[src/rtl/operand_loader_pkg.sv]
// Shared definitions for the operand loader.
// Holds the FSM state encodings and the default debounce hold time.
package operand_loader_pkg;

    // FSM state encodings. These values also appear directly on state_led.
    typedef enum logic [1:0] {
        WAIT_A = 2'b00,
        WAIT_B = 2'b01,
        READY  = 2'b10
    } state_t;

    // Default debounce time: 10 ms at 100 MHz.
    localparam int DB_CYCLES_DEFAULT = 1000000;
    localparam int CNT_W_DEFAULT     = 20;

endpackage

[src/rtl/operand_loader_btn_debounce.sv]
// btn_debounce: conditions one raw push-button input.
// The raw level goes through a 2-flop synchronizer, then a debouncer, then a
// rising-edge detector.
// Ports:
//   clk   - system clock
//   rst   - asynchronous, active-high reset
//   btn   - raw, bouncy button level (asynchronous to clk)
//   press - one-cycle pulse for each accepted press
module btn_debounce #(
    parameter int DB_CYCLES = 1000000,
    parameter int CNT_W     = 20
) (
    input  logic clk,
    input  logic rst,
    input  logic btn,
    output logic press
);

    logic             sync1;
    logic             sync2;
    logic             stable;
    logic             stable_q;
    logic [CNT_W-1:0] cnt;
    // vld1/vld2 show when sync2 holds a real sample instead of its reset value.
    logic             vld1;
    logic             vld2;
    // armed stays low until the button has been seen released after reset.
    // A button held through reset therefore gives no press until it is
    // released and pressed again.
    logic             armed;

    always_ff @(posedge clk or posedge rst) begin
        if (rst) begin
            sync1    <= 1'b0;
            sync2    <= 1'b0;
            stable   <= 1'b0;
            stable_q <= 1'b0;
            cnt      <= '0;
            vld1     <= 1'b0;
            vld2     <= 1'b0;
            armed    <= 1'b0;
        end else begin
            sync1    <= btn;
            sync2    <= sync1;
            vld1     <= 1'b1;
            vld2     <= vld1;
            stable_q <= stable;
            if (vld2 && !sync2) begin
                armed <= 1'b1;
            end
            if (sync2 != stable) begin
                if (cnt == CNT_W'(DB_CYCLES)) begin
                    stable <= sync2;
                    cnt    <= '0;
                end else begin
                    cnt <= cnt + 1'b1;
                end
            end else begin
                cnt <= '0;
            end
        end
    end

    assign press = stable & ~stable_q & armed;

endmodule

[src/rtl/operand_loader.sv]
// operand_loader: loads two 4-bit operands (A, then B) from slide switches
// using a debounced load button. A debounced clear button resets the pair.
// Ports:
//   clk       - system clock
//   rst       - asynchronous, active-high reset
//   sw[3:0]   - operand value, sampled only on an accepted load press
//   btn_load  - raw load button
//   btn_clr   - raw clear button
//   a_out     - captured operand A
//   b_out     - captured operand B
//   ops_valid - high while both operands are loaded (READY)
//   ops_new   - one-cycle pulse after the edge where B is captured
//   led       - {a_out, b_out}
//   state_led - current state encoding
//
// state  | meaning
// -------+------------------------------------------------------------
// WAIT_A | waiting for a load press to capture A
// WAIT_B | A captured, waiting for a load press to capture B
// READY  | both operands valid; a load press starts a new pair
// 2'b11  | illegal, returns to WAIT_A on the next edge
module operand_loader
    import operand_loader_pkg::*;
#(
    parameter int DB_CYCLES = DB_CYCLES_DEFAULT,
    parameter int CNT_W     = CNT_W_DEFAULT
) (
    input  logic       clk,
    input  logic       rst,
    input  logic [3:0] sw,
    input  logic       btn_load,
    input  logic       btn_clr,
    output logic [3:0] a_out,
    output logic [3:0] b_out,
    output logic       ops_valid,
    output logic       ops_new,
    output logic [7:0] led,
    output logic [1:0] state_led
);

    logic       load_p;
    logic       clr_p;
    logic [1:0] state_q;
    logic [1:0] state_d;
    logic [3:0] a_q;
    logic [3:0] a_d;
    logic [3:0] b_q;
    logic [3:0] b_d;
    logic       new_q;
    logic       new_d;

    btn_debounce #(.DB_CYCLES(DB_CYCLES), .CNT_W(CNT_W)) u_load (
        .clk   (clk),
        .rst   (rst),
        .btn   (btn_load),
        .press (load_p)
    );

    btn_debounce #(.DB_CYCLES(DB_CYCLES), .CNT_W(CNT_W)) u_clr (
        .clk   (clk),
        .rst   (rst),
        .btn   (btn_clr),
        .press (clr_p)
    );

    always_ff @(posedge clk or posedge rst) begin
        if (rst) begin
            state_q <= WAIT_A;
            a_q     <= '0;
            b_q     <= '0;
            new_q   <= 1'b0;
        end else begin
            state_q <= state_d;
            a_q     <= a_d;
            b_q     <= b_d;
            new_q   <= new_d;
        end
    end

    always_comb begin
        state_d = state_q;
        a_d     = a_q;
        b_d     = b_q;
        new_d   = 1'b0;
        // If both presses arrive together, clear wins and the load is dropped.
        if (clr_p) begin
            state_d = WAIT_A;
            a_d     = '0;
            b_d     = '0;
        end else begin
            case (state_q)
                WAIT_A: begin
                    if (load_p) begin
                        a_d     = sw;
                        state_d = WAIT_B;
                    end
                end
                WAIT_B: begin
                    if (load_p) begin
                        b_d     = sw;
                        new_d   = 1'b1;
                        state_d = READY;
                    end
                end
                READY: begin
                    if (load_p) begin
                        a_d     = sw;
                        b_d     = '0;
                        state_d = WAIT_B;
                    end
                end
                default: begin
                    // Recovery from the illegal encoding; also drop any partial pair.
                    state_d = WAIT_A;
                    a_d     = '0;
                    b_d     = '0;
                end
            endcase
        end
    end

    assign a_out     = a_q;
    assign b_out     = b_q;
    assign ops_new   = new_q;
    assign ops_valid = (state_q == READY);
    assign led       = {a_q, b_q};
    assign state_led = state_q;

endmodule
[config.mk]
export PLATFORM = sky130hd
export DESIGN_NAME = operand_loader
export DESIGN_NICKNAME = d
export VERILOG_FILES = /design/src/rtl/operand_loader_pkg.sv /design/src/rtl/operand_loader_btn_debounce.sv /design/src/rtl/operand_loader.sv
export SDC_FILE = /design/constraint.sdc
export NUM_CORES = 1
export LEC_CHECK = 0
export ABC_AREA = 1
export CAP_MARGIN = 20
export CORE_ASPECT_RATIO = 1.1
export CORE_MARGIN = 2
export CORE_UTILIZATION = 40
export CTS_CLUSTER_SIZE = 24
export DETAILED_ROUTE_END_ITERATION = 6
export GPL_TIMING_DRIVEN = 0
export MAX_ROUTING_LAYER = met4
export PLACE_DENSITY = 0.6
export SLEW_MARGIN = 10
export SYNTH_ARGS = -nofsm -noshare
export SYNTH_HDL_FRONTEND = slang
export SYNTH_SLANG_ARGS = --single-unit
export TNS_END_PERCENT = 20
[constraint.sdc]
create_clock -name clk -period 2.2 [get_ports clk]
set_clock_uncertainty 0.2 [all_clocks]
set_input_delay 0.33 -clock clk [delete_from_list [all_inputs] [get_ports clk]]
set_output_delay 0.33 -clock clk [all_outputs]
set_load 0.02 [all_outputs]
### After elaboration in Yosys (flattened, before gate mapping)

Cells that the tools add are included.

* add/subtract/negate cells: 2
* multiply operators: 0
* divide/modulo/power cells: 0
* $lt $le $gt $ge: 0
* equal/unequal tests: 11
* shift-type cells: 0
* multiplexer cells: 17
* bitwise logic cells: 6
* reduce and logical (&&, ||, !) cells: 11

Operators with widths (count)
* 20-bit two-way mux: 4
* 20-bit by 1-bit adder with 20-bit output, second input constant: 2
* 20-bit == test, second input constant: 2
* 4-bit two-way mux: 4
* 4-bit one-hot mux with 3 select lines: 1
* 4-bit one-hot mux with 2 select lines: 1
* 2-bit AND reduction: 4
* 2-bit two-way mux: 3
* 3-bit by 1-bit inequality test with 1-bit output, second input constant: 2
* 1-bit bitwise AND: 4
* 2-bit inequality test, second input constant: 2
* 2-bit one-hot mux with 2 select lines: 1
* 1-bit two-way mux: 3
* 3-bit inequality test, second input constant: 1
* 3-bit AND reduction: 1
* 2-bit by 1-bit == test with 1-bit output, second input constant: 1
* 2-bit == test, second input constant: 1
* 1-bit logical AND: 2
* 1-bit logical NOT: 2
* 2-bit logical NOT: 1
* 1-bit inequality test: 2
* 1-bit NOT: 2
* 2-bit OR reduction: 1

* register bits: 63
* bits in latches: 0
* RAM bits: 0
* ROM bits: 0
* output and inout bits: 20
* logic and storage cells: 65
* memories: 0

### Logic depth before layout (Yosys ltp)

* depth after elaboration: 6
* mapped depth: 9

### Cells and area by module

Synthesis repeated with hierarchy kept, for this count alone.

* cells, all modules: 414
* area total of the unflattened synthesis: 3363.2 sq um

Modules (own cells, without submodules)
* btn_debounce: times used 2, cells each 173, area an instance 1411.4 sq um, sequential area each 675.6 sq um
* operand_loader: times used 1, cells each 68, area an instance 540.5 sq um, sequential area each 275.3 sq um

### Worst setup path after synthesis

No wires, ideal clock.

* kind: register to register
* start: register u_clr.cnt[0]
* end: register u_clr.cnt[18]
* setup time: 123 ps
* data arrival time: 1198 ps
* data required time: 1877 ps
* path slack: 679 ps
* stages on the path, launching flop included: 8
* path buffers: 0
* period minus slack after synthesis: 1521 ps
* cell sequence: dfrtp_1 -> inv_1 -> ha_1 -> nand2_1 -> nor3_1 -> nand3_1 -> nand2_1 -> nor2_1

* word-level cells in the longest chain between the ends: 3

Ends and longest elaborated chain
* from (decl): line operand_loader_btn_debounce.sv:23 `logic [CNT_W-1:0] cnt;`
* from (signal assigned): line operand_loader_btn_debounce.sv:56 `cnt <= cnt + 1'b1;`
* 20-bit by 1-bit adder with 20-bit output / 20-bit == test (equally long branches): line operand_loader_btn_debounce.sv:56, operand_loader_btn_debounce.sv:52
* 20-bit two-way mux (*): line operand_loader_btn_debounce.sv:52 `if (cnt == CNT_W'(DB_CYCLES)) begin`
* 20-bit two-way mux (*): line operand_loader_btn_debounce.sv:51 `if (sync2 != stable) begin`

Mark *: on every way between the ends. The rest lies on a longest branch, timed or not.
A chain may end at the register's enable or synchronous reset.

### Worst setup path in the final report

* start: register a_q[1], in the netlist a_out[1]
* end: output led[5]

RTL lines
* from (decl): line operand_loader.sv:45 `logic [3:0] a_q;`
* from (signal assigned): line operand_loader.sv:69 `a_q <= '0;`
* from (signal assigned): line operand_loader.sv:74 `a_q <= a_d;`
* to (decl): line operand_loader.sv:37 `output logic [7:0] led,`

No word-level cell between the ends.

==> impl_metrics.toml <==
[clocking]
clock_path_buffers = 2
cts_hold_buf = 0
clockRootBuffer = "clkbuf_8"
cts_made_buffers = 9
clock_latency_ps = 340
cts_tree = "built"
h-tree-depth = 3
cts.clk_slew.worst_paths_ps = 70
cts_sinks = 63

[setup_path]
crit_slowest_cell = "clkdlybuf4s50_1"
arrival_ps = 1430
cp-start-kind = "flop"
rrSetupSlack_ps = 440
crit_type = "flop to output pin"
ff2ff_path_depth = 7
crit_fanout = 3
slowest_delay_ps = 590
reg2reg_to = "u_clr.cnt[18]"
r2r-start = "u_clr.cnt[0]"
crit_required_ps = 1670
crit_family = "buffers and inverters"
crit_chain = "buf_4 -> clkdlybuf4s50_1"
cp.buffers_inverters = 2
crit_path_start = "a_out[1]"
endpoint_kind = "output pin"

[power_and_ir_drop]
comb_power_share = 0.036
leakagePower_uw = 0.00161
pwr-share-seq = 0.523
p_clk_frac = 0.441
p_int_uw = 1750
power.switching_uw = 519
power_density_mw_per_mm2 = 595
peakVddDrop_uv = 385
swShare = 0.229

[cells_and_area]
diodes = 0
layout_common_cells = "nor2_1, nand2_1, dfrtp_1"
nets = 437
drive_above_1_share = 0.135
area_delta_synth_final_pct = 19.0
final_common_cell = "nor2_1"
finalNonFillerCells = 538

[global_routing]
grt_pass1_vias = 2485
overflow = 0
grt_pass1_wl_um = 11300
grt_max_degree = 64
grt_util_all_layers = 0.171
antenna_found_initial = 0

[place]
dp_hpwl_um = 4620
gp_congestion = 0.880
post-place-cells = 522
io_buffers = 27

[timing]
hold_viol = 0
fmax_mhz = 510
worst_slew_pin_slew_ps = 752
setup_viol = 0
tns_ps = 0
rsz0062_at_grt = "no"
period_share = 0.892
post-route-min-period_ps = 1960
final_max_slew_viol_count = 0
slew_headroom = 0.499

[detailed_routing]
wl_per_cell_um = 11.7
firstDrtPassIters = 5
drtAntennaViolNets = 0
viasPerCell = 4.59
drc = 0
routed_wl_um = 6270
drt_iter0_drc = 151
vias = 2468

[worst_hold_path]
min_path_type = "flop to flop"
min_from = "u_clr.sync1"
hold_depth = 0
whs_endpoint = "u_clr.sync2"

[die]
pin_count = 28
die_y_um = 97.8
std_cell_rows = 34
die-area_sq_mm = 0.00873
die_w_um = 89.3
initial_core_util = 0.409
fp.coreArea_sq_mm = 0.00783

[synthesis]
syn_area_per_cell_sq_um = 8.27
yosys.area.top_type = "dfrtp_1"
syn_inst = 387
synthTopCellsByArea = "dfrtp_1, nor2_1, nand2_1"
synth_top_area_share = 0.493
synth.distinct_cells = 28
synth-seq-area-share = 0.493
syn_nets = 399
ys_warn_count = 0
syn-cell-area_sq_mm = 0.00320
ys_seq_elements = 63

[flow_run]
cap_violations = 0

[outcome]
status = "finished clean"
==> through the flow <==
step / total power [uW] / hold WS [ps] / setup slack [ps] / utilization / area [sq um]
after floorplan: 1260 / 131 / 100 / - / 3200
after global placement: 1290 / 132 / -1020 / 0.461 / 3600
after detailed placement: 1290 / 136 / 387 / 0.461 / 3610
after CTS: 2310 / 147 / 14.5 / 0.486 / 3800
after global routing: 2380 / 161 / 175 / 0.486 / 3810
final: 2270 / 149 / 238 / 0.486 / 3810
==> cells by family (layout without fill, tap and decap cells) <==
group | Yosys count | in the layout | synth area share
AOI/OAI and AO/OA | 20 | 20 | 0.0352
xor gates and xnor gates | 24 | 24 | 0.0704
adders and majority gates | 4 | 4 | 0.0156
buffers and inverters | 49 | 92 | 0.0669
DFF | 63 | 63 | 0.493
other | 1 | 1 | 0.00117
and+or+nand+nor | 226 | 226 | 0.318
==> synth_stat cells, drive strengths merged <==
cell type	instances
nand2	75
clkbuf	1
nand3b	1
o21a	1
conb	1
xor2	18
nand4	8
clkinv	1
o21bai	1
a21oi	5
o21ai	13
nor2	96
ha	4
nor3	7
dfrtp	63
inv	39
xnor2	6
buf	8
nand3	39
==> layer usage <==
layer  track usage  part of all wire
met4        0.0608             0.012
met2         0.253              0.48
met5             -                 0
met1         0.221              0.47
met3        0.0541             0.029
==> how the worst max path moves through the flow <==
stage	end	slack, ps	cells after the start
after floorplan	a_out[0]	100	1
after global placement	u_clr.cnt[5]	-1020	2
after detailed placement	ops_valid	390	3
after CTS	ops_valid	10	3
after global routing	led[5]	170	2
final	led[5]	240	2
==> flip-flops by register name (all words and copies together), names as in the netlist <==
register and flops:
a_out 4, b_out 4, ops_new 1, state_led 2, u_clr.armed 1, u_clr.cnt 20
u_clr.stable 1, u_clr.stable_q 1, u_clr.sync1 1, u_clr.sync2 1, u_clr.vld1 1, u_load.armed 1
u_load.cnt 20, u_load.stable 1, u_load.stable_q 1, u_load.sync1 1, u_load.sync2 1, u_load.vld2 1
==> what timing repair did <==
item | 4_1_cts | 5_1_grt
endpoints found under the hold margin | 0 | 0
endpoints found under the setup margin | 0 | 1
setup buffers | 0 | 0
gates resized for setup | 0 | 1
==> cell type report <==
cell class | count | area (sq um)
Buffer | 9 | 63.8
Clock buffer | 10 | 138
Clock inverter | 6 | 60.1
Fill cell | 778 | 4020
Inverter | 40 | 153
Multi-Input combinational cell | 275 | 1410
Sequential cell | 63 | 1580
Tap cell | 108 | 135
Timing Repair Buffer | 27 | 273
==> power groups by stage <==
stage / clock [uW] / combinational [uW] / sequential (uW)
final: 999 / 82.2 / 1190
after global routing: 1100 / 95.0 / 1190
after CTS: 1040 / 86.0 / 1190
after detailed placement: 0 / 85.3 / 1210
after global placement: 0 / 83.6 / 1210
after floorplan: 0 / 54.8 / 1210
No activity file was read; power rests on OpenSTA's default activity.
==> patch 1: new RTL, config.mk and constraints unchanged <==
`CNT_W_DEFAULT`: 20 -> 16.
--- a/src/rtl/operand_loader_pkg.sv
+++ b/src/rtl/operand_loader_pkg.sv
@@ -11,7 +11,7 @@
 
     // Default debounce time: 10 ms at 100 MHz.
     localparam int DB_CYCLES_DEFAULT = 1000000;
-    localparam int CNT_W_DEFAULT     = 20;
+    localparam int CNT_W_DEFAULT     = 16;
 
 endpackage
 
Formal check against the unedited RTL: same outputs for any inputs over 10 cycles, from zero or initial values and one cycle with rst high; that may be too few to reach the edited logic, so the function may still have changed.
==> patch 1 against the original RTL <==
Worst setup slack lost 0.027 ns. Cell area shrank 16%. Sequential cell count shrank 8. Area after synthesis shrank 15%. Die area shrank 15%. First-iteration DRC count shrank 37%. Routed wire length shrank 22%. Total power shrank 24%. Count of clock-buffer cells in the layout shrank 2. Combinational power shrank 2.9%. Synthesized cell count shrank 13%. Largest power group unchanged.
==> patch 1: results (changes against the original RTL) <==
- **most frequent cells after synthesis** nand2_1 (90), nor2_1 (69), dfrtp_1 (55)
- **global placement routability congestion** 0.8446, -4.0%
- **Pleak** 1.456 nW, -9.4%
- **Slew headroom** 0.4954, -0.003404
- **filler cell count** 635, -18%
- **register-to-register path setup slack** 0.61 ns, +0.17 ns
- **number of global-route vias before repair** 2024, -19%
- **final instance area** 0.003204 mm^2, -16%
- **Yosys cell types** 24, -14%
- **1st-pass router iterations** 4, -1
- **Detailed Route Iter0 Violations** 95, -37%
- **Reg2Reg Capture Point** u_clr.cnt[1]
- **Seq/Total Area, Yosys** 0.5090, +0.01626
- **run status** complete, no violations
- **post-detailed-placement half-perimeter wirelength** 3614 um, -22%
- **DP Area** 0.003104 mm^2, -14%
- **CTS buffer count** 5, -4
- **most area-consuming cells after synthesis** dfrtp_1 (51%), nand2_1 (12%), nor2_1 (9.6%)
- **Min-Delay Startpoint** u_load.sync1
- **worst reg-to-reg path cell count** 9, +2
- **final layout net count** 383, -12%
- **capture endpoint of the worst hold path** u_load.sync2
- **fraction of layout instances using a drive strength above 1** 0.09409, -0.04080
- **Clk pin slew, worst setup/hold paths** 0.09 ns, +0.02 ns
- **adder and majority gate portion of the synthesized area** 0.01851, +0.002867
- **post-synthesis share of cell area spent on xor and xnor gates** 0.04211, -0.02828
- **largest registers** u_clr.cnt x16, u_load.cnt x16
- **Worst Hold Margin** 0.1548 ns, +0.005432 ns
- **Data arrival, critical path** 1.46 ns, +0.03 ns
- **average cell area after synthesis** 8.047 um^2, -2.7%
- **Place WS** 0.5314 ns, +0.1442 ns
- **area fraction in compound gates after synthesis** 0.04118, +0.005987
- **first-pass GRT wire length** 8756 um, -22%
- **routed vias/inst** 4.531, -1.2%
==> patch 1: cell count changes in the layout (fill, tap and decap cells not counted), moves of 4 or more <==
| cell | change |
|---|---|
| inv_1 | -4 |
| nor2_1 | -15 |
| nand2_1 | +22 |
| nor2_2 | -5 |
| nand3_2 | -5 |
| xor2_1 | -7 |
| nor3_1 | -6 |
| nand3_1 | -18 |
| dfrtp_1 | -8 |
==> patch 1: layer usage <==
layer / up-vias / global-route usage / share of wire
met5: - / - / 0
met4: 0 / 0.05556 / 0.017
met3: 7 / 0.03614 / 0.045
met2: 38 / 0.2359 / 0.44
met1: 908 / 0.1950 / 0.50
li1: 1104 / - / -
==> patch 1: how the worst max path moves through the flow <==
stage | startpoint | to | slack, ns | cells after the start
floorplan | rst | a_out[0] | 0.33 | 1
global placement | rst | a_out[0] | -0.76 | 2
detailed placement | state_led[1] | ops_valid | 0.53 | 3
CTS | state_led[1] | ops_valid | 0.18 | 3
global route | state_led[1] | ops_valid | 0.13 | 3
finish | state_led[1] | ops_valid | 0.21 | 3
==> patch 1: cells by family after synthesis <==
logic type,after synthesis
and+or+nand+nor,200
DFF,55
buffers and inverters,43
AOI/OAI and AO/OA,20
xor gates and xnor gates,13
adders and majority gates,4
other,1
==> patch 1: critical path, cell delays in order, from the launching register on <==
cell and delay (ns):
dfrtp_1 0.36, inv_1 0.08, nor2_1 0.11, clkdlybuf4s50_1 0.61
==> patch 1: final cells by class <==
cell class	instances	share of cell area
clock buffer	8	0.03124
tap	82	0.03202
multi-input combinational	238	0.3545
buffer	8	0.01874
sequential	55	0.4295
inverter	35	0.04100
timing repair buffer	28	0.09293
==> patch 1: power breakdown <==
group	switching (mW)	internal [mW]
registers	0.0126	1.02
logic	0.0494	0.0304
clock network	0.312	0.288
==> patch 2: new RTL, config.mk and constraints unchanged <==
Without the edit above. Remove the register `new_q`: a continuous assignment takes its place, so the output `ops_new` follows one clock earlier.
--- a/src/rtl/operand_loader.sv
+++ b/src/rtl/operand_loader.sv
@@ -68,14 +68,14 @@
             state_q <= WAIT_A;
             a_q     <= '0;
             b_q     <= '0;
-            new_q   <= 1'b0;
         end else begin
             state_q <= state_d;
             a_q     <= a_d;
             b_q     <= b_d;
-            new_q   <= new_d;
         end
     end
+
+    assign new_q = new_d;
 
     always_comb begin
         state_d = state_q;
Function: no difference found for any inputs over 10 cycles, from zero or initial values and one cycle with rst high; that may be too few to reach the edited logic, so the function may still have changed.
==> patch 2 against the original RTL <==
Worst setup slack worse by 0.094 ns. Total power grew 4.4%. Final cell count shrank 0.37%. Synthesized cell count decreased by 0.26%. Cell area shrank 0.13%. Routed wire length down 0.67%. Highest routed layer unchanged. Critical path depth up 2. Area after synthesis fell by 0.78%. Sequential cell count shrank 1.
==> patch 2: results (changes against the original RTL) <==
- **run status** complete, no violations
- **largest net degree at the start of global routing** 63, -1.6%
- **global placement routability congestion** 0.8968, +1.9%
- **Slowest Stage Delay on Critical Path** 0.44 ns, -0.15 ns
- **fraction of layout instances using a drive strength above 1** 0.1379, +0.002967
- **growth of design area from synthesis to finish** 19.79%
- **number of placed instances with taps included** 521, -0.19%
- **Data arrival, critical path** 1.53 ns, +0.10 ns
- **final layout net count** 435, -0.46%
- **average cell area after synthesis** 8.224 um^2, -0.53%
- **filler-free cell count of the finished design** 536, -0.37%
- **post-route fraction of the period consumed by the critical path** 0.9347, +0.04265
- **largest fanout on the critical path** 7, +4
- **multi-input gate share of the layout cell area** 0.3705, +0.0004866
- **most area-consuming cells after synthesis** dfrtp_1 (49%), nor2_1 (9.9%), nand2_1 (8.0%)
- **Die Wd** 88.94 um, -0.38%
- **first-pass GRT wire length** 11120 um, -1.2%
- **total number of vias** 2505, +1.5%
- **Slew headroom** 0.4966, -0.002125
- **worst IR drop on VDD** 0.7538 mV, +96%
- **worst setup path end** ops_new
- **combined flip-flop and latch cell area** 0.001551 mm^2, -1.6%
- **count of sequential standard cells** 62, -1.6%
- **post-detailed-placement half-perimeter wirelength** 4542 um, -1.7%
- **Detailed Route Iter0 Violations** 81, -46%
- **most frequent cells after synthesis** nor2_1 (84), nand2_1 (68), dfrtp_1 (62)
- **crit path from** u_clr.stable
- **number of clock-tree buffers in the layout** 9, -1
- **clock tree buffer depth** 2, unchanged
- **Clock Network Area Fraction** 0.05857, +0.006649
- **register-to-register path setup slack** 0.49 ns, +0.05 ns
- **cells resized by post-CTS repair** 1, +1
- **aggregate global-route resource usage** 0.1683, -0.003011
- **NetSw** 0.5435 mW, +4.7%
- **Pleak** 1.609 nW, about the same
- **Worst Hold Margin** 0.1604 ns, +0.01101 ns
- **Place WS** 0.1823 ns, -0.2049 ns
- **Seq/Total Area, Yosys** 0.4888, -0.003999
- **largest registers** u_clr.cnt x20, u_load.cnt x20
- **1st-pass router iterations** 4, -1
- **slowest cell on the critical path** dfrtp_1
-- patch 2: power by group through the flow --
stage / clock [mW] / combinational (mW) / sequential, mW
floorplan: 0 / 0.0546 / 1.19
global placement: 0 / 0.0839 / 1.19
detailed placement: 0 / 0.0857 / 1.19
CTS: 1.16 / 0.0861 / 1.17
global route: 1.20 / 0.0968 / 1.17
finish: 1.12 / 0.0815 / 1.17
-- patch 2: logic make-up after synthesis --
group                      after synthesis  synth area share
other                                    1          0.001181
and+or+nand+nor                        226            0.3205
adders and majority gates                4           0.01577
xor gates and xnor gates                24           0.07095
buffers and inverters                   49           0.06740
DFF                                     62            0.4888
AOI/OAI and AO/OA                       20           0.03548
-- patch 2: layer usage --
layer,wire (um),vias to the layer above,global-route usage,share of wire
met2,3042,24,0.2595,0.49
met1,2907,1182,0.2088,0.47
met3,168,13,0.04843,0.027
met4,110,0,0.06315,0.018
li1,-,1286,-,-
met5,0,-,-,0
